### config.mk
export PLATFORM = sky130hd
export DESIGN_NAME = fetch_unit
export DESIGN_NICKNAME = d
export VERILOG_FILES = /design/src/rtl/fetch_unit.sv
export SDC_FILE = /design/constraint.sdc
export NUM_CORES = 1
export LEC_CHECK = 0
export BUFFER_PORTS_ARGS = -buffer_cell sky130_fd_sc_hd__buf_2
export CAP_MARGIN = 20
export CORE_UTILIZATION = 40
export CTS_CLUSTER_SIZE = 30
export DETAILED_ROUTE_END_ITERATION = 7
export PLACE_DENSITY_LB_ADDON = 0.3
export SLEW_MARGIN = 10
export SYNTH_ARGS = -nofsm -noshare
export SYNTH_HDL_FRONTEND = slang
export SYNTH_SLANG_ARGS = --single-unit
### constraint.sdc
create_clock -name clk -period 6.8 [get_ports clk]
set_input_delay 0.34 -clock clk [delete_from_list [all_inputs] [get_ports clk]]
set_output_delay 0.34 -clock clk [all_outputs]
set_load 0.03 [all_outputs]
### src/rtl/fetch_unit.sv
// Instruction fetch front end: PC sequencing, one-deep memory pipeline,
// output register with a single skid slot, and a delivered-instruction count.
module fetch_unit #(
  parameter int INST_ADDR_WIDTH = 32,
  parameter logic [INST_ADDR_WIDTH-1:0] RESET_PC = '0
) (
  input  logic                       clk,
  input  logic                       reset,
  input  logic                       stall,
  input  logic                       flush,
  input  logic [INST_ADDR_WIDTH-1:0] flush_pc,
  output logic                       imem_req,
  output logic [INST_ADDR_WIDTH-1:0] imem_addr,
  input  logic [31:0]                imem_rdata,
  output logic [31:0]                instruction_code,
  output logic [INST_ADDR_WIDTH-1:0] pc_out,
  output logic [INST_ADDR_WIDTH-1:0] pc_plus_4_out,
  output logic                       new_valid_out,
  output logic [31:0]                delivered_count
);

  localparam logic [INST_ADDR_WIDTH-1:0] PC_STEP =
    INST_ADDR_WIDTH'(4);

  typedef enum logic {
    BOOT,
    RUN
  } state_t;

  typedef struct packed {
    logic [31:0]                insn;
    logic [INST_ADDR_WIDTH-1:0] pc;
  } slot_t;

  state_t                     state;
  logic [INST_ADDR_WIDTH-1:0] pc_reg;
  logic                       req_q;
  logic [INST_ADDR_WIDTH-1:0] req_pc_q;
  slot_t                      out_q;
  logic                       out_v;
  slot_t                      skid_q;
  logic                       skid_v;
  logic [31:0]                count_q;

  slot_t resp;
  logic  load;
  logic  xfer;
  logic  req;

  always_comb begin
    resp      = '0;
    resp.insn = imem_rdata;
    resp.pc   = req_pc_q;
  end

  // Output register is free to take new data when empty or draining.
  assign load = ~out_v | ~stall;
  assign xfer = out_v & ~stall;

  // Never let out + skid + in-flight exceed two entries.
  assign req = (state == RUN)
             & ~flush
             & ~skid_v
             & ~(stall & out_v & req_q);

  always_ff @(posedge clk or posedge reset) begin
    if (reset) begin
      state <= BOOT;
    end else begin
      unique case (state)
        BOOT:    state <= RUN;
        RUN:     state <= RUN;
        default: state <= BOOT;
      endcase
    end
  end

  always_ff @(posedge clk or posedge reset) begin
    if (reset) begin
      pc_reg   <= RESET_PC;
      req_q    <= 1'b0;
      req_pc_q <= '0;
    end else if (flush) begin
      pc_reg <= flush_pc;
      req_q  <= 1'b0;
    end else begin
      req_q <= req;
      if (req) begin
        pc_reg   <= pc_reg + PC_STEP;
        req_pc_q <= pc_reg;
      end
    end
  end

  always_ff @(posedge clk or posedge reset) begin
    if (reset) begin
      out_q  <= '0;
      out_v  <= 1'b0;
      skid_q <= '0;
      skid_v <= 1'b0;
    end else if (flush) begin
      out_v  <= 1'b0;
      skid_v <= 1'b0;
    end else if (load) begin
      if (skid_v) begin
        out_q  <= skid_q;
        out_v  <= 1'b1;
        skid_v <= req_q;
        if (req_q) begin
          skid_q <= resp;
        end
      end else begin
        out_v <= req_q;
        if (req_q) begin
          out_q <= resp;
        end
      end
    end else if (req_q) begin
      skid_q <= resp;
      skid_v <= 1'b1;
    end
  end

  always_ff @(posedge clk or posedge reset) begin
    if (reset) begin
      count_q <= '0;
    end else if (xfer) begin
      count_q <= count_q + 32'd1;
    end
  end

  assign imem_req         = req;
  assign imem_addr        = pc_reg;
  assign instruction_code = out_q.insn;
  assign pc_out           = out_q.pc;
  assign pc_plus_4_out    = out_q.pc + PC_STEP;
  assign new_valid_out    = out_v;
  assign delivered_count  = count_q;

endmodule

==> impl_results.md <==
- First-pass GRT wire length: 41,800 um
- Post-synthesis mux area share: 13.2%
- Chip height: 165 um
- Startpoint Class: register
- Antenna Cells: 0
- Sequential Power Share: 43.2%
- Pin count of the biggest net entering global routing: 126
- Nets: 1,291
- Worst Hold Class: in -> async
- Final Hold Viols: 0
- Die area: 27,200 um^2
- Synth async-reset ratio: 100%
- Complex-gate fraction of the synthesized area: 6.33%
- Clock skew: 13.0 ps
- Crit path max-delay cell type: or4_1
- Via/cell ratio: 5.26
- DR DRC count: 0
- CTS Sinks: 228
- Io pins: 230
- Port-buffer cells: 229
- Slew headroom: 34.2%
- Synth warn: 0
- Top post-synthesis cells by area: dfrtp_1 54%, mux2_2 7.1%, mux2i_1 6.1%
- HPWL after DPL: 18,000 um
- Root Driver: clkbuf_16
- Area grow syn2layout: 21.6%
- Fin. max-slew vios: 0
- M2 GR Usage: 28.4%
- Fillers: 2,424
- GRT Total Usage: 19.3%
- Post-CTS Setup Inserts: 0
- Largest family of logic cells by synthesized area: simple AND/OR/NAND/NOR gates
- Outcome: finished, final reports clean
- Number of synthesized flops with an enable pin: 0
- Kind of critical path: reg -> out
- Initial core utilization: 40.8%
- DRT Wirelength: 26,400 um
- Number of synthesized register bits: 228
- WP data arrival: 2930 ps
- Final setup viols: 0
- Final Cell Area: 12,900 um^2
- Max stage delay on crit path: 850 ps
- Vias in the first global route: 7,691
- Synth top area share: 53.6%
- Simple-Gate Fraction of Synth Area: 18.1%
- Worst path cell trace: nand4_1 > or4_1 > nor4_1 > xor2_1 > buf_2
- Die Span X: 165 um
- Initial DRC count: 653
- Max clock buf depth: 3
- Cell Pwr Density: 322 nW/um^2
- Most used routing layer: met1
- Synthesized netlist cell count: 1,013
- Layout cells sized above 1: 29.1%
- Antenna violations before repair: 0
- Met1 GRT Util: 29.6%
- Top-count cell post-synth: dfrtp_1
- Net Sw Frac: 33.6%
- Sequential fraction of the synthesis area: 53.6%
- Crit-path max FO: 16
- Crit path capture type: output pin
- Syn nets: 1,084
- GRT Residual Overflow: 0
- Layout Utilization: 49.6%
- Vias post-DR: 8,264
- Row count: 59
- Worst Tran Pin Value: 987 ps
- RSZ-0062 raised after global routing: no
- Leak: 0.00596 uW
- WL per Instance: 16.8 um
- Gate power share: 23.3%
- Xor/xnor share of the synthesized area: 5.42%
- H-tree levels: 1
- Synth top cells by count: 228 x dfrtp_1, 138 x nand2_1, 92 x nor2_1
- Required @ worst endpoint: 6460 ps
- Hold buffer count at CTS: 0
- Clock Pin Slew Worst Setup and Hold Paths: 60 ps
- Antenna violation net count after detailed routing: 0
- Area leader, netlist: dfrtp_1
- Drt pass-1 iters: 5
- Clk Latency, worst-skew pair: 520 ps
- Fmax: 306 MHz
- CTS buffer count: 26
- Grt met3 use: 3.20%
- CORE AREA: 26,100 um^2
- Internal power: 2760 uW
- Setup_tns: 0 ps
- Total of max-cap violations: 0
- Synth Cell Area: 10,600 um^2
- Clock power share: 33.6%
- Worst-case hold slack: 31.9 ps
- GPL Wtd Cong: 0.820
- CTS tree: yes
- Final period util: 48.1%
- Maximum vdd ir drop: 178 uV
- Fraction of the mapped netlist area in adder cells: 0.353%
- Predominant post-synthesis flop cell: dfrtp_1
- Syn avg cell area: 10.5 um^2
- Placed inst area: 12,000 um^2
- Crit path time final: 3270 ps
- NetSw: 1400 uW
- Yosys cell types: 45
- Post-CTS sizing: 0
## power groups by stage
stage | registers, uW | clock network [uW] | logic (uW)
2_1_floorplan | 1980 | 0 | 479
3_3_place_gp | 1810 | 0 | 960
3_5_place_dp | 1820 | 0 | 973
4_1_cts | 1790 | 1440 | 977
5_1_grt | 1830 | 1500 | 1060
6_report | 1800 | 1400 | 968
## cells in the final DEF, fill, tap and decap left out, types with 2 or more instances in the layout
master / Yosys / final
or4_4: 3 / 3
inv_1: 15 / 14
nand3_1: 43 / 43
mux2_2: 67 / 67
and4b_1: 2 / 2
or3_1: 3 / 3
clkinv_2: 0 / 3
buf_2: 7 / 229
a21oi_1: 66 / 66
a31oi_1: 12 / 12
nor2b_1: 6 / 6
dfrtp_1: 228 / 227
and4_1: 7 / 7
ha_1: 3 / 3
and2_1: 4 / 4
nor4_1: 14 / 14
nand4_1: 24 / 24
o211ai_1: 4 / 4
or4_1: 21 / 21
buf_4: 2 / 8
nand2_1: 138 / 138
and3_1: 9 / 9
o31ai_1: 13 / 13
nor4b_1: 3 / 3
a22oi_1: 4 / 4
clkbuf_1: 43 / 4
xnor2_1: 29 / 29
nor2_1: 92 / 92
nand4_2: 2 / 2
o311ai_0: 3 / 3
xor2_1: 35 / 35
clkbuf_8: 0 / 10
clkbuf_16: 0 / 27
mux2i_1: 65 / 65
o21ai_0: 13 / 13
nor3_1: 16 / 15
## metrics by stage
stage | worst slack [ps] | total power (uW) | std cells
finish | 3530 | 4160 | 1572
global route | 3340 | 4390 | 1572
CTS | 3510 | 4210 | 1571
detailed placement | 3820 | 2790 | 1526
global placement | 3850 | 2770 | 1526
floorplan | 212 | 2460 | 1013
## state kept, by name (all words and copies together) (netlist names), 32 cells and up
register	cells
skid_q	64
delivered_count	32
imem_addr	32
instruction_code	32
pc_out	32
req_pc_q	32
## path summary, 6_finish.rpt
path	cells past startpoint	slack [ps]	start	end
worst max-delay path	5	3530	pc_out[6]	pc_plus_4_out[29]
worst min-delay path	2	30	reset	delivered_count[16]
worst max register to register	6	4210	new_valid_out	req_pc_q[22]
worst min register to register	1	470	delivered_count[31]	delivered_count[31]
max in group asynchronous	3	5390	reset	pc_out[7]
min in group clk	3	40	flush_pc[7]	imem_addr[7]
## per-layer routing
layer / vias up / part of all wire (%)
met4: 0 / 1.4
met5: - / 0
met3: 31 / 6.4
li1: 3980 / -
met2: 262 / 44
met1: 3991 / 48
## logic make-up (layout without fill, tap and decap cells)
family / after synthesis / in the layout
muxes: 132 / 132
buffers and inverters: 74 / 298
AOI/OAI and AO/OA: 117 / 117
adders and majority gates: 3 / 3
and+or+nand+nor: 393 / 393
other: 1 / 1
DFF: 228 / 228
xor gates and xnor gates: 65 / 65
## final cells by class
type	count	area, um^2	share of cell area (%)
Inverter	15	63.8	0.493
Clock buffer	41	828	6.40
Multi-Input combinational cell	711	4640	35.8
Tap cell	335	419	3.24
Sequential cell	228	5710	44.1
Clock inverter	4	45.0	0.348
Timing Repair Buffer	238	1230	9.54
## critical path: cells and delay by family, from the launching register on
kind | cells | cell delay (ps)
xor gates and xnor gates | 1 | 200
and+or+nand+nor | 3 | 1520
buffers and inverters | 1 | 220
DFF | 1 | 480
Power figures use the tool's default switching activity.
